`src/rtl/keypad3c4r_presser_if.sv`:
```
// Key request handshake and status bundle for keypad3c4r_presser.
// Handshake: a request transfers on a rising clk edge when key_valid && key_ready.
//   The requester holds key_valid/key_code stable until that edge.
//   The presser raises key_ready only while idle.
interface keypad3c4r_presser_if;
  logic        key_valid;
  logic [3:0]  key_code;
  logic        key_ready;
  logic        busy;
  logic        done;
  logic        err;
  logic [11:0] pressed;
  logic [1:0]  state_dbg;

  modport master (
    output key_valid, key_code,
    input  key_ready, busy, done, err, pressed, state_dbg
  );

  modport slave (
    input  key_valid, key_code,
    output key_ready, busy, done, err, pressed, state_dbg
  );
endinterface

```
`src/rtl/keypad3c4r_presser.sv`:
```
// keypad3c4r_presser: emulates a 3-column x 4-row keypad matrix holding one
// requested key for HOLD_SCANS row scans, then releasing it for GAP_SCANS scans.
// Optional contact bounce: define KEYPAD3C4R_PRESSER_BOUNCE_EN.
module keypad3c4r_presser #(
  parameter logic [7:0]  HOLD_SCANS    = 8'd8,
  parameter logic [7:0]  GAP_SCANS     = 8'd8,
  parameter int unsigned BOUNCE_CYCLES = 12
) (
  input  logic                        clk,
  input  logic                        rst_n,
  input  logic [3:0]                  keypadr,
  output logic [2:0]                  keypadc,
  keypad3c4r_presser_if.slave         key_if
);

  typedef enum logic [1:0] {
    IDLE    = 2'd0,
    PRESS   = 2'd1,
    RELEASE = 2'd2
  } state_t;

  // A zero scan count still produces one scan of press/release.
  localparam logic [7:0] HOLD_MAX = (HOLD_SCANS == 8'd0) ? 8'd1 : HOLD_SCANS;
  localparam logic [7:0] GAP_MAX  = (GAP_SCANS  == 8'd0) ? 8'd1 : GAP_SCANS;

  state_t      state, state_nxt;
  logic [7:0]  cnt, cnt_nxt, cnt_inc;
  logic [11:0] sel_mask, sel_nxt;
  logic [11:0] pressed, pressed_clean;
  logic        done_q, done_nxt;
  logic        err_q, err_nxt;
  logic        row3_q;
  logic        tick;
  logic        accept;

  // One scan completes each time the last row is newly driven.
  assign tick    = keypadr[3] & ~row3_q;
  assign accept  = key_if.key_valid && (state == IDLE);
  assign cnt_inc = (cnt == 8'hFF) ? cnt : cnt + 8'd1;

  // Next-state, scan counter and key selection.
  always_comb begin
    state_nxt = state;
    cnt_nxt   = cnt;
    sel_nxt   = sel_mask;
    done_nxt  = 1'b0;
    err_nxt   = 1'b0;
    case (state)
      IDLE: begin
        if (accept) begin
          if (key_if.key_code < 4'd12) begin
            state_nxt = PRESS;
            sel_nxt   = 12'd1 << key_if.key_code;
            cnt_nxt   = 8'd0;
          end else begin
            err_nxt = 1'b1;
          end
        end
      end
      PRESS: begin
        if (tick) begin
          if (cnt_inc >= HOLD_MAX) begin
            state_nxt = RELEASE;
            cnt_nxt   = 8'd0;
          end else begin
            cnt_nxt = cnt_inc;
          end
        end
      end
      RELEASE: begin
        if (tick) begin
          if (cnt_inc >= GAP_MAX) begin
            state_nxt = IDLE;
            cnt_nxt   = 8'd0;
            sel_nxt   = 12'd0;
            done_nxt  = 1'b1;
          end else begin
            cnt_nxt = cnt_inc;
          end
        end
      end
      default: begin
        state_nxt = IDLE;
        cnt_nxt   = 8'd0;
        sel_nxt   = 12'd0;
      end
    endcase
  end

  // State, counter, key mask, status pulses and row-3 history.
  always_ff @(posedge clk or negedge rst_n) begin
    if (!rst_n) begin
      state    <= IDLE;
      cnt      <= 8'd0;
      sel_mask <= 12'd0;
      done_q   <= 1'b0;
      err_q    <= 1'b0;
      row3_q   <= 1'b0;
    end else begin
      state    <= state_nxt;
      cnt      <= cnt_nxt;
      sel_mask <= sel_nxt;
      done_q   <= done_nxt;
      err_q    <= err_nxt;
      row3_q   <= keypadr[3];
    end
  end

  assign pressed_clean = (state == PRESS) ? sel_mask : 12'd0;

`ifdef KEYPAD3C4R_PRESSER_BOUNCE_EN
  logic [7:0]  lfsr;
  logic [15:0] bcnt;
  logic        in_window;

  // Free-running x^8+x^6+x^5+x^4+1 LFSR supplying the bounce pattern.
  always_ff @(posedge clk or negedge rst_n) begin
    if (!rst_n) lfsr <= 8'hA5;
    else        lfsr <= {lfsr[6:0], lfsr[7] ^ lfsr[5] ^ lfsr[4] ^ lfsr[3]};
  end

  // Clocks spent in the current state; restarts on every state change.
  always_ff @(posedge clk or negedge rst_n) begin
    if (!rst_n)                  bcnt <= 16'd0;
    else if (state_nxt != state) bcnt <= 16'd0;
    else if (bcnt != 16'hFFFF)   bcnt <= bcnt + 16'd1;
  end

  assign in_window = (state == PRESS || state == RELEASE) &&
                     ({16'd0, bcnt} < BOUNCE_CYCLES);

  // Inside the bounce window the selected key chatters with the LFSR.
  always_comb begin
    pressed = pressed_clean;
    if (in_window) pressed = lfsr[0] ? sel_mask : 12'd0;
  end
`else
  logic unused_bounce;
  assign unused_bounce = (BOUNCE_CYCLES != 0);

  // Clean transitions: the mask follows the state directly.
  always_comb begin
    pressed = pressed_clean;
  end
`endif

  // Matrix return: OR of the column groups of every driven row, unregistered.
  always_comb begin
    keypadc = 3'b000;
    if (keypadr[0]) keypadc = keypadc | {pressed[3],  pressed[2], pressed[1]};
    if (keypadr[1]) keypadc = keypadc | {pressed[6],  pressed[5], pressed[4]};
    if (keypadr[2]) keypadc = keypadc | {pressed[9],  pressed[8], pressed[7]};
    if (keypadr[3]) keypadc = keypadc | {pressed[11], pressed[0], pressed[10]};
  end

  assign key_if.key_ready = (state == IDLE);
  assign key_if.busy      = (state == PRESS) || (state == RELEASE);
  assign key_if.done      = done_q;
  assign key_if.err       = err_q;
  assign key_if.pressed   = pressed;
  assign key_if.state_dbg = state;

endmodule

```
`src/flat_wrapper.sv`:
```
// flat-port wrapper written by rule: the top's interface ports become plain ports
module keypad3c4r_presser_flat 
#(
  parameter logic [7:0]  HOLD_SCANS    = 8'd8,
  parameter logic [7:0]  GAP_SCANS     = 8'd8,
  parameter int unsigned BOUNCE_CYCLES = 12
)
  (clk, rst_n, keypadr, keypadc, key_if_key_valid, key_if_key_code, key_if_key_ready, key_if_busy, key_if_done, key_if_err, key_if_pressed, key_if_state_dbg);
  keypad3c4r_presser_if key_if_i ();
  input  logic clk;
  input  logic rst_n;
  input  logic [3:0] keypadr;
  output logic [2:0] keypadc;
  input wire logic [$bits(key_if_i.key_valid)-1:0] key_if_key_valid;
  input wire logic [$bits(key_if_i.key_code)-1:0] key_if_key_code;
  output wire logic [$bits(key_if_i.key_ready)-1:0] key_if_key_ready;
  output wire logic [$bits(key_if_i.busy)-1:0] key_if_busy;
  output wire logic [$bits(key_if_i.done)-1:0] key_if_done;
  output wire logic [$bits(key_if_i.err)-1:0] key_if_err;
  output wire logic [$bits(key_if_i.pressed)-1:0] key_if_pressed;
  output wire logic [$bits(key_if_i.state_dbg)-1:0] key_if_state_dbg;
  assign key_if_i.key_valid = key_if_key_valid;
  assign key_if_i.key_code = key_if_key_code;
  assign key_if_key_ready = key_if_i.key_ready;
  assign key_if_busy = key_if_i.busy;
  assign key_if_done = key_if_i.done;
  assign key_if_err = key_if_i.err;
  assign key_if_pressed = key_if_i.pressed;
  assign key_if_state_dbg = key_if_i.state_dbg;
  keypad3c4r_presser #(.HOLD_SCANS(HOLD_SCANS), .GAP_SCANS(GAP_SCANS), .BOUNCE_CYCLES(BOUNCE_CYCLES)) u_core (.clk(clk), .rst_n(rst_n), .keypadr(keypadr), .keypadc(keypadc), .key_if(key_if_i));
endmodule
```
`config.mk`:
```
export PLATFORM = sky130hd
export DESIGN_NAME = keypad3c4r_presser_flat
export DESIGN_NICKNAME = d
export VERILOG_FILES = /design/src/rtl/keypad3c4r_presser_if.sv /design/src/rtl/keypad3c4r_presser.sv /design/src/flat_wrapper.sv
export SDC_FILE = /design/constraint.sdc
export NUM_CORES = 1
export LEC_CHECK = 0
export BUFFER_PORTS_ARGS = -buffer_cell sky130_fd_sc_hd__clkbuf_2
export CAP_MARGIN = 40
export CORE_UTILIZATION = 41
export DETAILED_ROUTE_END_ITERATION = 8
export GPL_ROUTABILITY_DRIVEN = 0
export RECOVER_POWER = 25
export REMOVE_ABC_BUFFERS = 1
export SLEW_MARGIN = 20
export SYNTH_ARGS = -nofsm -noshare
export SYNTH_HDL_FRONTEND = slang
export SYNTH_SLANG_ARGS = --single-unit
```
`constraint.sdc`:
```
create_clock -name clk -period 3.7 [get_ports clk]
set_clock_uncertainty 0.2 [all_clocks]
set_input_delay 0.74 -clock clk [delete_from_list [all_inputs] [get_ports clk]]
set_output_delay 0.74 -clock clk [all_outputs]
set_load 0.03 [all_outputs]
```
* After elaboration in Yosys (flattened, before gate mapping)
Index checks and enable logic that the tools add are counted.
Operators by class: equal/unequal tests 10, bitwise operators 6, multiplexer cells 29, $lt $le $gt $ge 2, shifts and indexed selects 1, add/subtract/negate cells 1, reductions and logical operators 7
Operator list (number):
- $mux W12 | 5
- $mux W8 | 5
- $pmux W12 S3 | 1
- $pmux W8 S2 | 1
- $ne A2 B1 Y1 const B | 7
- $mux W2 | 6
- $mux W3 | 4
- $shl A1 B4 Y12 const A | 1
- $or A3 B3 Y3 | 3
- $add A8 B1 Y8 const B | 1
- $eq A8 B8 Y1 const B | 1
- $ge A8 B4 Y1 const B | 1
- $mux W1 | 6
- $pmux W2 S3 | 1
- $reduce_and A6 Y1 | 1
- $reduce_and A5 Y1 | 1
- $lt A4 B4 Y1 const B | 1
- $reduce_and A3 Y1 | 1
- $eq A2 B1 Y1 const B | 1
- $eq A2 B2 Y1 const B | 1
- $logic_not A2 Y1 | 1
- $not A1 Y1 | 2
- $reduce_or A2 Y1 | 1
- $and A1 B1 Y1 | 1
- 2 further kinds | 2
Storage, ports and cells: flip-flop bits (word level) 25, bits of input ports 11, word-level logic and storage cells 62, output and inout port bits 21

* Longest topological paths before layout
depth after elaboration 9, mapped depth 8, mapped depth without buffers 6

* Worst setup path after synthesis
OpenSTA, ideal clock, no wires.
path kind flip-flop to output port, start point reg u_core.state[1], in the netlist u_core.key_if.state_dbg[1], end point out keypadc[0], required time 2760 ps, arrival 1737 ps, slack 1023 ps, buffers on the path 1, stages on the path, launching flop included 5, path through dfrtp_1 inv_1 ha_1 clkbuf_1 a21boi_0
On the way: longest elaborated chain between the ends 9
RTL lines:
- from (decl) | RTL line keypad3c4r_presser.sv:26 | state_t state, state_nxt;
- from (signal assigned) | RTL line keypad3c4r_presser.sv:100 | state <= state_nxt;
- $eq A2 B1 Y1 * | RTL line keypad3c4r_presser.sv:109 | assign pressed_clean = (state == PRESS) ? sel_mask : 12'd0;
- $mux W12 * | RTL line keypad3c4r_presser.sv:109
- $mux W3 | RTL line keypad3c4r_presser.sv:150 | if (keypadr[0]) keypadc = keypadc | {pressed[3], pressed[2], pressed[1]};
- $or A3 B3 Y3 | RTL line keypad3c4r_presser.sv:151 | if (keypadr[1]) keypadc = keypadc | {pressed[6], pressed[5], pressed[4]};
- $mux W3 | RTL line keypad3c4r_presser.sv:151
- $or A3 B3 Y3 | RTL line keypad3c4r_presser.sv:152 | if (keypadr[2]) keypadc = keypadc | {pressed[9], pressed[8], pressed[7]};
- $mux W3 | RTL line keypad3c4r_presser.sv:152
- $or A3 B3 Y3 | RTL line keypad3c4r_presser.sv:153 | if (keypadr[3]) keypadc = keypadc | {pressed[11], pressed[0], pressed[10]};
- $mux W3 * | RTL line keypad3c4r_presser.sv:153
- to (decl) | RTL line flat_wrapper.sv:13 | output logic [2:0] keypadc;
Every way passes the cells marked *; elsewhere a longest branch is shown, timed or not.

* Final worst setup path
Same ends and word-level chain as after synthesis.

==> flow_metrics.py <==
metrics = {
    "critical_path": {
        "reg2regPathDepth": 6,
        "cp_max_fo": 20,
        "critPathArrivalTime_ns": 1.87,
        "rrSetupSlack_ns": 1.29,
        "crit_path_end_kind": "output port",
        "r2r-start": "u_core.key_if.state_dbg[1]$_DFFE_PN0P_",
        "critical_path_class": "flip-flop to output port",
        "regToRegEndpoint": "u_core.sel_mask[8]$_DFFE_PN0P_",
        "cp.required_ns": 2.76,
        "startpoint_type": "flip-flop",
    },
    "sta": {
        "tightest_slew_ns": 1.358,
        "finalCritPeriodShare": 0.7588,
        "whs_ns": 0.3409,
        "rsz0062_at_grt": "no",
        "setup_tns_ns": 0,
        "setup_viol": 0,
        "layout_min_cycle_time_ns": 2.807,
        "slew_violations": 0,
        "final_hold_viol_count": 0,
        "fmax_mhz": 356.2,
        "max_slew_margin": 0.09485,
    },
    "cts": {
        "cts.reportedPaths.clkPinSlew_ns": 0.15,
        "cts_hold_buffers": 0,
        "tritoncts": "done",
        "ctsResizeCount": 0,
        "postCtsSetupBuffers": 0,
        "cts_max_level": 1,
        "clock_latency_ns": 0.33,
        "cts_buffers": 3,
        "clockBufferDepth": 2,
        "cts.sinks": 25,
        "root_buffer": "clkbuf_4",
    },
    "routing": {
        "via_per_inst": 5.644,
        "drc": 0,
        "drt_first_pass_iters": 4,
        "first_iter_violations": 52,
        "vias": 1157,
        "wl_per_cell_um": 15.43,
        "ant_nets": 0,
        "drt-total-wl_um": 3164,
    },
    "finish": {
        "area_growth_pct": 14.85,
        "nets": 177,
        "n_antenna_cell": 0,
        "final_layout_size_suffix_gt1_frac": 0.2422,
        "fillers": 312,
    },
    "job": {
        "cap_violations": 0,
    },
    "worst_hold_path": {
        "hold_path.startpoint": "u_core.sel_mask[9]$_DFFE_PN0P_",
        "hold_end": "u_core.sel_mask[9]$_DFFE_PN0P_",
        "min_path_type": "flip-flop to flip-flop",
        "holdPathStages": 1,
    },
    "logic_synthesis": {
        "synth.top_cell.area_share": 0.4529,
        "yosys.area.top_type": "dfrtp_1",
        "ys_seq_area_frac": 0.4529,
        "ys_types": 39,
        "yosys-top-cells-area": "dfrtp_1 (45%), a32o_1 (7.2%), and2_1 (7.2%)",
        "syn_avg_cell_area_um2": 10.54,
        "ys_ff_latch": 25,
        "yosys.cell_count.top_type": "dfrtp_1",
        "synth-main-ff-cell": "dfrtp_1",
        "netlist_area_um2": 1381,
        "netlist_top_cells_count": "dfrtp_1 (25), and2_1 (16), a32o_1 (10)",
        "synthArstFlopShare": 1.000,
        "synth_edf_count": 0,
        "synthCells": 131,
        "yosysWarnings": 0,
    },
    "floorplan": {
        "die_x_um": 60.05,
        "pin_count": 32,
        "die-area_um2": 3605,
        "die_h_um": 60.05,
        "core_um2": 3128,
        "start_util": 0.4416,
        "num_rows": 20,
    },
    "place": {
        "numPortBuffers": 31,
        "hpwl_um": 2292,
    },
    "global_routing": {
        "grt_pass1_wl_um": 5126,
        "grt_pass1_vias": 1115,
        "antenna_found_initial": 0,
        "grt_max_degree": 26,
        "grt.overflow.total": 0,
        "grt_usage": 0.1954,
    },
    "pwr": {
        "leakage_nw": 0.7579,
        "power_density_nw_per_um2": 485.0,
        "ir_worst_vdd_v": 0.0002649,
    },
    "outcome": {
        "status": "completed",
    },
}
critical path, cell delays in order, from the launching register on:
cell      delay, ns
dfrtp_1        0.44
inv_1          0.09
ha_1           0.52
a21boi_0       0.26
clkbuf_2       0.23
cell families (layout without fill, tap and decap cells):
family / Yosys count / in the layout / share of synthesized area
buf+inv: 10 / 40 / 0.03533
fa+ha+maj: 4 / 4 / 0.03623
mux: 1 / 1 / 0.007247
flops: 25 / 25 / 0.4529
compound gates: 44 / 44 / 0.2518
simple gates: 47 / 47 / 0.2165
layout by cell type, fill, tap and decap left out, drive strengths merged, types with 2 or more instances in the layout:
cell type  count
a21boi         6
a21oi          7
a22oi          7
a32o          10
and2          17
and3           4
clkbuf        34
dfrtp         25
ha             4
inv            5
nand2b         2
nand4b         3
nor2           8
nor2b          2
nor3           2
o21ai          5
o2bb2ai        2
routing by layer:
metal  vias up  global-route usage  wire length [um]  share of wire
met5         -                   0                 0              0
met4         0             0.06977                35          0.011
met3         4             0.02165               106          0.034
met2        28              0.3476              1553           0.49
met1       570              0.2425              1469           0.46
li1        555                   -                 -              -
layout make-up:
| cell class | instances | area, um^2 | share of cell area |
|---|---|---|---|
| clock buffers | 3 | 22.52 | 0.01420 |
| clock inverters | 1 | 5.005 | 0.003155 |
| inverters | 5 | 18.77 | 0.01183 |
| multi-input cells | 96 | 706.9 | 0.4456 |
| flip-flops and latches | 25 | 625.6 | 0.3943 |
| well taps | 44 | 55.05 | 0.03470 |
| repair buffers | 31 | 152.6 | 0.09621 |
power by group:
group          total [mW]  internal, mW  switching (mW)
Clock               0.132        0.0407          0.0911
Sequential          0.328         0.302          0.0259
Combinational       0.310         0.105           0.205
Total               0.769         0.448           0.322
worst max-delay path by stage:
stage | endpoint | startpoint | cells after the start
global placement | keypadc[2] | u_core.key_if.state_dbg[1]$_DFFE_PN0P_ | 4
CTS | keypadc[0] | u_core.key_if.state_dbg[1]$_DFFE_PN0P_ | 4
detailed placement | keypadc[0] | u_core.key_if.state_dbg[1]$_DFFE_PN0P_ | 4
floorplan | keypadc[0] | u_core.key_if.state_dbg[1]$_DFFE_PN0P_ | 3
global route | keypadc[0] | u_core.key_if.state_dbg[1]$_DFFE_PN0P_ | 4
finish | keypadc[0] | u_core.key_if.state_dbg[1]$_DFFE_PN0P_ | 4
metrics by stage:
stage	cells	setup WS (ns)	utilization	cell area, um^2	total power, mW
floorplan	126	1.023	-	1351	0.5502
global placement	201	1.391	0.4992	1562	0.6308
detailed placement	201	1.287	0.4992	1562	0.6394
CTS	205	0.8857	0.5080	1589	0.7753
global route	205	0.7702	0.5072	1587	0.8189
finish	205	0.8926	0.5072	1587	0.7694
state kept, by name (all words and copies together) (netlist names):
name,count
u_core.key_if.state_dbg,2
u_core.row3_q,1
u_core.cnt,8
u_core.key_if.done,1
u_core.key_if.err,1
u_core.sel_mask,12
(Power assumes the default switching activity.)
